### src/rtl/fll_cfg_pkg.sv
// ---------------------------------------------------------------------------
// fll_cfg_pkg
//
// Shared types and constants for the FLL configuration-port controller:
//   - fll_cfg_state_e : states of the command/handshake FSM
//   - FLL_ADDR_W      : width of the FLL register address
//   - FLL_DATA_W      : width of the FLL register data
//   - fll_cmd_t       : one latched bus command (we, addr, wdata)
// ---------------------------------------------------------------------------
package fll_cfg_pkg;

   localparam int FLL_ADDR_W = 2;
   localparam int FLL_DATA_W = 32;

   typedef enum logic [1:0] {
      ST_IDLE     = 2'd0,
      ST_REQ      = 2'd1,
      ST_WAIT_REL = 2'd2,
      ST_RESP     = 2'd3
   } fll_cfg_state_e;

   typedef struct packed {
      logic                  we;
      logic [FLL_ADDR_W-1:0] addr;
      logic [FLL_DATA_W-1:0] wdata;
   } fll_cmd_t;

endpackage

### src/rtl/fll_lock_monitor.sv
// ---------------------------------------------------------------------------
// fll_lock_monitor
//
// Qualifies the asynchronous FLL lock indication and drives the SoC clock
// select. The lock is brought into clk_i through a 2-flop synchroniser; a
// saturating counter then measures how long the synchronised lock has been
// continuously high. locked_o asserts once the counter reaches LOCK_STABLE;
// clk_sel_o follows one cycle later when software allows the switch.
//
// Parameters:
//   LOCK_STABLE      consecutive synchronised-lock cycles before locked_o
//
// Ports:
//   clk_i            reference clock
//   rst_i            synchronous, active-high reset
//   fll_lock_i       FLL lock, asynchronous to clk_i
//   clk_switch_en_i  software permission to run from the FLL clock
//   locked_o         lock has been stable for LOCK_STABLE cycles
//   clk_sel_o        0 = reference clock, 1 = FLL clock (registered)
// ---------------------------------------------------------------------------
module fll_lock_monitor #(
   parameter int LOCK_STABLE = 64
) (
   input  logic clk_i,
   input  logic rst_i,
   input  logic fll_lock_i,
   input  logic clk_switch_en_i,
   output logic locked_o,
   output logic clk_sel_o
);

   localparam int                CNT_W   = $clog2(LOCK_STABLE + 1);
   localparam logic [CNT_W-1:0]  CNT_MAX = CNT_W'(LOCK_STABLE);

   logic             sync1_q, sync1_d;
   logic             sync2_q, sync2_d;
   logic [CNT_W-1:0] cnt_q, cnt_d;
   logic             clk_sel_q, clk_sel_d;

   assign locked_o  = (cnt_q == CNT_MAX);
   assign clk_sel_o = clk_sel_q;

   always_comb begin
      sync1_d = fll_lock_i;
      sync2_d = sync1_q;

      cnt_d = cnt_q;
      if (!sync2_q) begin
         cnt_d = '0;
      end else if (cnt_q != CNT_MAX) begin
         cnt_d = cnt_q + 1'b1;
      end

      // Gating with the synchronised lock makes clk_sel_o fall in the same
      // cycle as locked_o, so a lost lock reverts to the reference clock
      // without an extra cycle on the unlocked FLL.
      clk_sel_d = locked_o && sync2_q && clk_switch_en_i;
   end

   always_ff @(posedge clk_i) begin
      if (rst_i) begin
         sync1_q   <= 1'b0;
         sync2_q   <= 1'b0;
         cnt_q     <= '0;
         clk_sel_q <= 1'b0;
      end else begin
         sync1_q   <= sync1_d;
         sync2_q   <= sync2_d;
         cnt_q     <= cnt_d;
         clk_sel_q <= clk_sel_d;
      end
   end

endmodule

### src/rtl/fll_cfg_ctrl.sv
// ---------------------------------------------------------------------------
// fll_cfg_ctrl
//
// Bus-side controller for the FLL configuration port. A single-beat command
// (valid/ready) is turned into a four-phase req/ack exchange with the FLL:
//   IDLE -> REQ (req held until ack or timeout) -> WAIT_REL (ack released)
//   -> RESP (one-cycle response strobe) -> IDLE.
// A missing ack is aborted after ACK_TIMEOUT REQ cycles with rsp_err_o=1.
// The lock monitor sub-module qualifies fll_lock_i and drives clk_sel_o.
//
// Optional build macro:
//   FLL_CFG_SHADOW_EN  keep a 4x32 shadow of successfully written registers
//                      and answer reads from it without an FLL handshake.
//
// Parameters:
//   ACK_TIMEOUT   REQ cycles to wait for fll_ack_i (2..65535)
//   LOCK_STABLE   stable-lock cycles before locked_o (1..65535)
//
// Ports:
//   clk_i, rst_i          clock, synchronous active-high reset
//   cmd_valid_i/ready_o   command handshake; cmd_we_i, cmd_addr_i, cmd_wdata_i
//   rsp_valid_o           one-cycle response strobe
//   rsp_rdata_o/rsp_err_o response data / timeout flag, held until next rsp
//   fll_req_o/fll_ack_i   FLL four-phase handshake (ack may equal req)
//   fll_wrn_o, fll_add_o, fll_data_o, fll_r_data_i   FLL command/data
//   fll_lock_i, clk_switch_en_i, clk_sel_o, locked_o  lock/clock select
// ---------------------------------------------------------------------------
module fll_cfg_ctrl
   import fll_cfg_pkg::*;
#(
   parameter int ACK_TIMEOUT = 256,
   parameter int LOCK_STABLE = 64
) (
   input  logic                  clk_i,
   input  logic                  rst_i,
   input  logic                  cmd_valid_i,
   output logic                  cmd_ready_o,
   input  logic                  cmd_we_i,
   input  logic [FLL_ADDR_W-1:0] cmd_addr_i,
   input  logic [FLL_DATA_W-1:0] cmd_wdata_i,
   output logic                  rsp_valid_o,
   output logic [FLL_DATA_W-1:0] rsp_rdata_o,
   output logic                  rsp_err_o,
   output logic                  fll_req_o,
   output logic                  fll_wrn_o,
   output logic [FLL_ADDR_W-1:0] fll_add_o,
   output logic [FLL_DATA_W-1:0] fll_data_o,
   input  logic                  fll_ack_i,
   input  logic [FLL_DATA_W-1:0] fll_r_data_i,
   input  logic                  fll_lock_i,
   input  logic                  clk_switch_en_i,
   output logic                  clk_sel_o,
   output logic                  locked_o
);

   localparam int               TO_W   = $clog2(ACK_TIMEOUT);
   localparam logic [TO_W-1:0]  TO_MAX = TO_W'(ACK_TIMEOUT - 1);

   fll_cfg_state_e        state_q, state_d;
   fll_cmd_t              cmd_q, cmd_d;
   logic                  req_q, req_d;
   logic [TO_W-1:0]       to_cnt_q, to_cnt_d;
   logic [FLL_DATA_W-1:0] cap_rdata_q, cap_rdata_d;
   logic                  cap_err_q, cap_err_d;
   logic                  rsp_valid_q, rsp_valid_d;
   logic [FLL_DATA_W-1:0] rsp_rdata_q, rsp_rdata_d;
   logic                  rsp_err_q, rsp_err_d;

   logic                  accept;
   logic                  shadow_rd;
   logic [FLL_DATA_W-1:0] shadow_rdata;

   // Ready is withheld in the reset cycle and while the FLL still drives ack
   // so a new req can never overlap an unreleased previous handshake.
   assign cmd_ready_o = (state_q == ST_IDLE) && !fll_ack_i && !rst_i;
   assign accept      = cmd_valid_i && cmd_ready_o;

   assign fll_req_o   = req_q;
   assign fll_wrn_o   = !cmd_q.we;
   assign fll_add_o   = cmd_q.addr;
   assign fll_data_o  = cmd_q.wdata;
   assign rsp_valid_o = rsp_valid_q;
   assign rsp_rdata_o = rsp_rdata_q;
   assign rsp_err_o   = rsp_err_q;

`ifdef FLL_CFG_SHADOW_EN
   logic [FLL_DATA_W-1:0] shadow_q [0:3];
   logic [FLL_DATA_W-1:0] shadow_d [0:3];

   assign shadow_rd    = accept && !cmd_we_i;
   assign shadow_rdata = shadow_q[cmd_addr_i];

   // Only a write acknowledged by the FLL updates the shadow; a timed-out
   // write never reaches the ack branch and leaves it untouched.
   always_comb begin
      shadow_d = shadow_q;
      if ((state_q == ST_REQ) && fll_ack_i && cmd_q.we) begin
         shadow_d[cmd_q.addr] = cmd_q.wdata;
      end
   end

   always_ff @(posedge clk_i) begin
      if (rst_i) begin
         shadow_q <= '{default: '0};
      end else begin
         shadow_q <= shadow_d;
      end
   end
`else
   assign shadow_rd    = 1'b0;
   assign shadow_rdata = '0;
`endif

   always_comb begin
      state_d     = state_q;
      cmd_d       = cmd_q;
      req_d       = req_q;
      to_cnt_d    = to_cnt_q;
      cap_rdata_d = cap_rdata_q;
      cap_err_d   = cap_err_q;
      rsp_valid_d = 1'b0;
      rsp_rdata_d = rsp_rdata_q;
      rsp_err_d   = rsp_err_q;

      unique case (state_q)
         ST_IDLE: begin
            if (shadow_rd) begin
               rsp_valid_d = 1'b1;
               rsp_rdata_d = shadow_rdata;
               rsp_err_d   = 1'b0;
               state_d     = ST_RESP;
            end else if (accept) begin
               cmd_d    = '{we: cmd_we_i, addr: cmd_addr_i, wdata: cmd_wdata_i};
               req_d    = 1'b1;
               to_cnt_d = '0;
               state_d  = ST_REQ;
            end
         end

         ST_REQ: begin
            // Ack is checked before the timeout so a late ack in the final
            // allowed cycle still completes successfully.
            if (fll_ack_i) begin
               cap_rdata_d = cmd_q.we ? '0 : fll_r_data_i;
               cap_err_d   = 1'b0;
               req_d       = 1'b0;
               state_d     = ST_WAIT_REL;
            end else if (to_cnt_q == TO_MAX) begin
               cap_rdata_d = '0;
               cap_err_d   = 1'b1;
               req_d       = 1'b0;
               state_d     = ST_WAIT_REL;
            end else begin
               to_cnt_d = to_cnt_q + 1'b1;
            end
         end

         ST_WAIT_REL: begin
            if (!fll_ack_i) begin
               rsp_valid_d = 1'b1;
               rsp_rdata_d = cap_rdata_q;
               rsp_err_d   = cap_err_q;
               state_d     = ST_RESP;
            end
         end

         ST_RESP: begin
            to_cnt_d = '0;
            state_d  = ST_IDLE;
         end

         default: begin
            state_d = ST_IDLE;
         end
      endcase
   end

   always_ff @(posedge clk_i) begin
      if (rst_i) begin
         state_q     <= ST_IDLE;
         cmd_q       <= '0;
         req_q       <= 1'b0;
         to_cnt_q    <= '0;
         cap_rdata_q <= '0;
         cap_err_q   <= 1'b0;
         rsp_valid_q <= 1'b0;
         rsp_rdata_q <= '0;
         rsp_err_q   <= 1'b0;
      end else begin
         state_q     <= state_d;
         cmd_q       <= cmd_d;
         req_q       <= req_d;
         to_cnt_q    <= to_cnt_d;
         cap_rdata_q <= cap_rdata_d;
         cap_err_q   <= cap_err_d;
         rsp_valid_q <= rsp_valid_d;
         rsp_rdata_q <= rsp_rdata_d;
         rsp_err_q   <= rsp_err_d;
      end
   end

   fll_lock_monitor #(
      .LOCK_STABLE (LOCK_STABLE)
   ) u_lock_monitor (
      .clk_i           (clk_i),
      .rst_i           (rst_i),
      .fll_lock_i      (fll_lock_i),
      .clk_switch_en_i (clk_switch_en_i),
      .locked_o        (locked_o),
      .clk_sel_o       (clk_sel_o)
   );

endmodule

### config.mk
export PLATFORM = sky130hd
export DESIGN_NAME = fll_cfg_ctrl
export DESIGN_NICKNAME = d
export VERILOG_FILES = /design/src/rtl/fll_cfg_pkg.sv /design/src/rtl/fll_lock_monitor.sv /design/src/rtl/fll_cfg_ctrl.sv
export SDC_FILE = /design/constraint.sdc
export NUM_CORES = 1
export LEC_CHECK = 0
export CAP_MARGIN = 30
export CORE_UTILIZATION = 46
export DETAILED_ROUTE_END_ITERATION = 12
export PLACE_DENSITY = 0.81
export SKIP_LAST_GASP = 1
export SYNTH_ARGS = -nofsm -noshare
export SYNTH_HDL_FRONTEND = slang
export SYNTH_SLANG_ARGS = --single-unit
### constraint.sdc
create_clock -name clk_i -period 1.85 [get_ports clk_i]
set_input_delay 0.4625 -clock clk_i [delete_from_list [all_inputs] [get_ports clk_i]]
set_output_delay 0.4625 -clock clk_i [all_outputs]
set_load 0.02 [all_outputs]
==> results.json, run 1 <==
{
  "ys_warn_count": 0,
  "syn_inst": 536,
  "setup_slack_ns": -0.143,
  "grt_first_pass_wirelength_mm": 18.7,
  "synth_flop_cell": "dfxtp_1",
  "outcome": "finished with violations",
  "cp_max_fo": 2,
  "cts-htree-levels": 4,
  "clock-sinks": 123,
  "min_period_ns": 1.99,
  "syn_area_mm2": 0.00473,
  "antenna_found_initial": 0,
  "min_from": "fll_data_o[0]",
  "syn-mean-instance-area_um2": 8.83,
  "cts_made_buffers": 17,
  "design_area_mm2": 0.00680,
  "max_stage_delay_ns": 0.32,
  "route.detailed.drc": 0,
  "cp_top_family": "flip-flops",
  "tightest_slew_ns": 0.369,
  "dieHeight_um": 103,
  "ant_nets": 0,
  "leakage_nw": 2.85,
  "r2r_slack_ns": 0.12,
  "clk_latency_ns": 0.51,
  "fmax_ghz": 0.502,
  "cap_violations": 0,
  "diodes": 0,
  "syn_nets": 615,
  "endpoint_kind": "primary output",
  "total_power_mw": 7.61,
  "rows": 36,
  "final_common_cell": "nand2_1",
  "dpl_cell_area_mm2": 0.00626,
  "path_clk_slew_ns": 0.06,
  "synth-seq-area-share_pct": 52.0,
  "grt_overflow": 0,
  "layout_common_cells": "nand2_1, dfxtp_1, a21oi_1",
  "grt_use_total_pct": 22.7,
  "areaGrowthSynthToFinish_pct": 43.6,
  "critPathBufInv": 3,
  "wl_per_cell_um": 14.8,
  "num_vias": 4128,
  "start_kind": "flop",
  "final_max_slew_viol_count": 0,
  "clockRootBuffer": "clkbuf_8",
  "async_flop_share_pct": 0,
  "required_ns": 1.39,
  "cts_tree": "done",
  "ys_types": 44,
  "clock_skew_ns": 0.0124,
  "clockBufferDepth": 2,
  "path_cells": "inv_2, ha_4, nor4b_4, nand3b_1, inv_2, buf_6",
  "r2r_cells": 8,
  "postCtsSetupRepairBufs": 0,
  "setup_viol": 1,
  "ys_seq_elements": 123,
  "drtIter0Drc": 152,
  "die_x_um": 103,
  "min_to": "fll_data_o[0]",
  "drive_gt1_share_pct": 13.0,
  "die_area_mm2": 0.0107,
  "hold_violations": 0,
  "maxSlewHeadroom_pct": 75.4,
  "first_global_vias": 4086,
  "dpl.hpwl_mm": 7.85,
  "gp_congestion": 0.838,
  "ioPinCount": 146,
  "rsz0062_at_grt": "yes",
  "failed_checks": "negative setup slack",
  "utilization_pct": 68.9,
  "drtPass1Iterations": 4,
  "critPathMostFrequentCell": "inv_2",
  "critPathKind": "flop to primary output",
  "vias_per_cell": 5.10,
  "synth-edff-count": 0,
  "ir_worst_vdd_uv": 548,
  "core_mm2": 0.00986,
  "pre_cts_ws_ns": -0.358,
  "grt_max_degree": 36,
  "hold_class": "flop to flop",
  "nets": 744,
  "min_path_cells": 2,
  "r2r-start": "state_q[1]",
  "portBuffers": 145,
  "start_util_pct": 48.0,
  "power_density_mw_per_mm2": 1120,
  "crit_slowest_cell": "dfxtp_2",
  "r2r_end": "to_cnt_q[1]",
  "arrival_ns": 1.53,
  "final.period_utilization_pct": 108,
  "drt-total-wl_mm": 12.0
}
[through the flow]
step	hold WS (ns)	setup TNS, ns	std cells
6_report	0.449	-0.143	810
5_1_grt	0.470	-0.234	810
4_1_cts	0.450	-0.167	810
3_5_place_dp	0.443	-16.56	779
3_3_place_gp	0.429	-13.76	779
2_1_floorplan	0.414	0	536
[worst max-delay path by stage]
stage	endpoint	slack, ns	cells past startpoint	from
2_1_floorplan	cmd_ready_o	0.09	3	rst_i
3_3_place_gp	cmd_ready_o	-0.30	3	fll_ack_i
3_5_place_dp	to_cnt_q[1]	-0.36	7	fll_ack_i
4_1_cts	locked_o	-0.17	6	u_lock_monitor.cnt_q[1]
5_1_grt	locked_o	-0.22	6	u_lock_monitor.cnt_q[0]
6_report	locked_o	-0.14	6	u_lock_monitor.cnt_q[0]
[per-layer routing]
metal  global-route usage [%]  routed length, um  share of wire (%)
met3                     5.85                586                4.9
met5                        0                  0                  0
met1                     25.0               4900                 41
met2                     41.2               6280                 53
met4                     9.64                195                1.6
[area by class of cell]
type                            instances  area (um2)
Fill cell                             746        3070
Tap cell                              133         166
Multi-Input combinational cell        339        1890
Clock inverter                         14         160
Inverter                                8        30.0
Timing Repair Buffer                  176        1660
Clock buffer                           17         414
Sequential cell                       123        2470
[cell usage after synthesis, types with 2 or more instances]
cell type / count / area, um2
and3_1: 5 / 31.3
nor2b_1: 5 / 31.3
a21oi_1: 77 / 385
nand2_1: 144 / 541
a211oi_1: 2 / 15.0
o31ai_1: 2 / 15.0
xnor2_1: 3 / 26.3
a22o_1: 32 / 280
o21ai_0: 2 / 10.0
clkbuf_1: 15 / 56.3
inv_1: 7 / 26.3
ha_1: 6 / 75.1
nand3b_1: 2 / 15.0
a41oi_1: 2 / 17.5
o21a_1: 2 / 15.0
nand3_1: 6 / 30.0
nand2b_1: 5 / 31.3
nor2_1: 10 / 37.5
xor2_1: 3 / 26.3
buf_2: 12 / 60.1
a21o_1: 4 / 30.0
buf_1: 2 / 7.51
mux2i_1: 3 / 30.0
dfxtp_1: 123 / 2460
buf_4: 37 / 278
nor3_1: 6 / 30.0
nand4_1: 2 / 12.5
[timing repair]
action                     CTS  global route
pin swaps                    4             2
hold buffers                 0             0
setup endpoints to repair   73             3
resized for setup           96             3
[worst min-delay path: stages (launching register included)]
cell,delay (ns)
dfxtp_1,0.30
nand2_1,0.05
a21oi_1,0.05
[logic make-up after synthesis]
kind of cell	Yosys count	share of synthesized area (%)
AOI/OAI and AO/OA	131	17.8
DFF	123	52.0
muxes	3	0.635
xor gates and xnor gates	6	1.11
adders and majority gates	6	1.59
buffers and inverters	74	9.12
and+or+nand+nor	193	17.7
[state kept, by name (all words and copies together) (netlist names)]
register and cells:
cap_rdata_q 32, fll_data_o 32, rsp_rdata_o 32, to_cnt_q 8, u_lock_monitor.cnt_q 7, fll_add_o 2
state_q 2, cap_err_q 1, cmd_q 1, fll_req_o 1, rsp_err_o 1, rsp_valid_o 1
u_lock_monitor.clk_sel_o 1, u_lock_monitor.sync1_q 1, u_lock_monitor.sync2_q 1
[power breakdown]
part,switching [mW],internal [mW]
registers,0.0916,2.82
clock network,1.25,1.94
logic,0.777,0.735
Note: power is estimated with default switching activity, not from simulation.
==> inputs of run 2 (changes only) <==
- SKIP_CTS_REPAIR_TIMING: default -> 1
- clock period: 1.85 -> 2.22 ns (I/O delays scaled with it)
==> run 2 against run 1 <==
Effect of this change:
- the run now ends clean
- clock power is 13% lower
- worst hold slack is essentially flat
- first-iteration DRC count fell by 0.66%
- final cell count is 1.6% lower
- clock skew is 0.0019 ns lower
- critical endpoint unchanged
- largest cell class unchanged
- highest routed layer unchanged
==> results.json, run 2 (same netlist as run 1, synthesis figures left out) <==
{
  "drt-total-wl_mm": 11.7,
  "critPathBufInv": 3,
  "internal_power_mw": 4.64,
  "num_vias": 4131,
  "clock_skew_ns": 0.0106,
  "crit_slowest_cell": "dfxtp_1",
  "final_max_slew_viol_count": 0,
  "start_util_pct": 48.0,
  "path_cells": "inv_1, ha_1, nor4b_2, nand3b_1, inv_1, buf_2",
  "tns_ns": 0,
  "first_global_vias": 3958,
  "dieHeight_um": 103,
  "clockRootBuffer": "clkbuf_8",
  "cp_top_family": "simple AND/OR/NAND/NOR gates",
  "areaGrowthSynthToFinish_pct": 42.6,
  "multiInputGateArea_mm2": 0.00185,
  "die_x_um": 103,
  "total_power_mw": 6.32,
  "min_period_ns": 2.17,
  "rows": 36,
  "diodes": 0,
  "combPwrFrac_pct": 17.8,
  "final_common_cell": "nand2_1",
  "cap_violations": 0,
  "p_seq_share_pct": 38.3,
  "max_stage_delay_ns": 0.31,
  "gp_congestion": 0.826,
  "rsz0062_at_grt": "yes",
  "ioPinCount": 146,
  "required_ns": 1.66,
  "grt_first_pass_wirelength_mm": 18.3,
  "swShare_pct": 26.6,
  "cts-htree-levels": 4,
  "drtIter0Drc": 151,
  "critPathKind": "flop to primary output",
  "drtPass1Iterations": 8,
  "critPathMostFrequentCell": "inv_1",
  "pre_cts_ws_ns": -0.126,
  "fin_cells": 797,
  "arrival_ns": 1.61,
  "final.period_utilization_pct": 97.6,
  "power_density_mw_per_mm2": 937,
  "outcome": "completed",
  "place_inst": 765,
  "clockPowerShare_pct": 43.9,
  "hold_class": "flop to flop",
  "ir_worst_vdd_uv": 549,
  "clockBufferDepth": 2,
  "whs_ns": 0.449,
  "grt_use_total_pct": 22.4,
  "clock-sinks": 123,
  "dpl.hpwl_mm": 7.83,
  "ant_nets": 0,
  "hold_violations": 0,
  "fill_cells": 755,
  "route.detailed.drc": 0,
  "antenna_found_initial": 0,
  "portBuffers": 145,
  "grt_max_degree": 91,
  "vias_per_cell": 5.18,
  "setup_viol": 0,
  "power.switching_mw": 1.68,
  "layout_common_cells": "nand2_1, clkdlybuf4s50_1, dfxtp_1",
  "wl_per_cell_um": 14.7,
  "path_clk_slew_ns": 0.06,
  "cts_made_buffers": 17,
  "endpoint_kind": "primary output",
  "ff_latch_area_mm2": 0.00246,
  "cp_max_fo": 2,
  "clk_latency_ns": 0.50,
  "nets": 730,
  "grt_overflow": 0,
  "setup_slack_ns": 0.0542,
  "core_mm2": 0.00986,
  "fmax_ghz": 0.462,
  "die_area_mm2": 0.0107,
  "maxSlewHeadroom_pct": 72.6,
  "drive_gt1_share_pct": 9.34,
  "tightest_slew_ns": 0.410,
  "cts_tree": "done",
  "leakage_nw": 2.44,
  "start_kind": "flop"
}
[run 2: cell count changes in the layout (fill, tap and decap cells not counted), sizes merged]
| cell | previous run | this run |
|---|---|---|
| buf | 34 | 19 |
| bufinv | 2 | 3 |
| clkbuf | 17 | 21 |
| clkdlybuf4s50 | 71 | 142 |
| clkinvlp | 2 | 4 |
| dlygate4sd2 | 71 | 0 |
| inv | 14 | 9 |
[run 2: final timing paths]
kind              slack [ns]         endpoint               startpoint  cells after the start
setup reg to reg        0.41  cap_rdata_q[26]              to_cnt_q[0]                      6
setup / recovery        0.05         locked_o  u_lock_monitor.cnt_q[0]                      6
hold / removal          0.45  rsp_rdata_o[28]          cap_rdata_q[28]                      2
hold reg to reg         0.45  rsp_rdata_o[28]          cap_rdata_q[28]                      2
[run 2: power groups by stage]
stage	sequential (mW)	clock, mW	combinational [mW]
2_1_floorplan	2.46	0	0.701
3_3_place_gp	2.46	0	1.08
3_5_place_dp	2.47	0	1.12
4_1_cts	2.42	2.82	1.13
5_1_grt	2.44	2.92	1.21
6_report	2.42	2.77	1.13
[run 2: per-layer routing]
metal | part of all wire, % | wire length (um) | GRT usage, % | up-vias
li1 | - | - | - | 2008
met1 | 43 | 5000 | 26.1 | 1982
met2 | 50 | 5890 | 37.9 | 114
met3 | 4.0 | 472 | 4.91 | 27
met4 | 2.9 | 345 | 13.1 | 0
met5 | 0 | 0 | 0 | -
[run 2: metrics by stage]
stage | util [%] | cell area [um2]
3_5_place_dp | 62.3 | 6140
3_3_place_gp | 62.3 | 6140
4_1_cts | 68.4 | 6750
2_1_floorplan | - | 4730
5_1_grt | 68.4 | 6750
6_report | 68.4 | 6750
[run 2: area by class of cell]
cell class | instances | share of cell area [%]
flip-flops and latches | 123 | 36.5
clock buffers | 20 | 6.60
well taps | 133 | 2.47
multi-input cells | 339 | 27.4
inverters | 8 | 0.445
repair buffers | 162 | 24.1
clock inverters | 12 | 2.43
[run 2: tightest hold or removal path: stages, from the launching register on]
cell	delay (ns)
dfxtp_1	0.31
nand2_1	0.05
a21oi_1	0.05
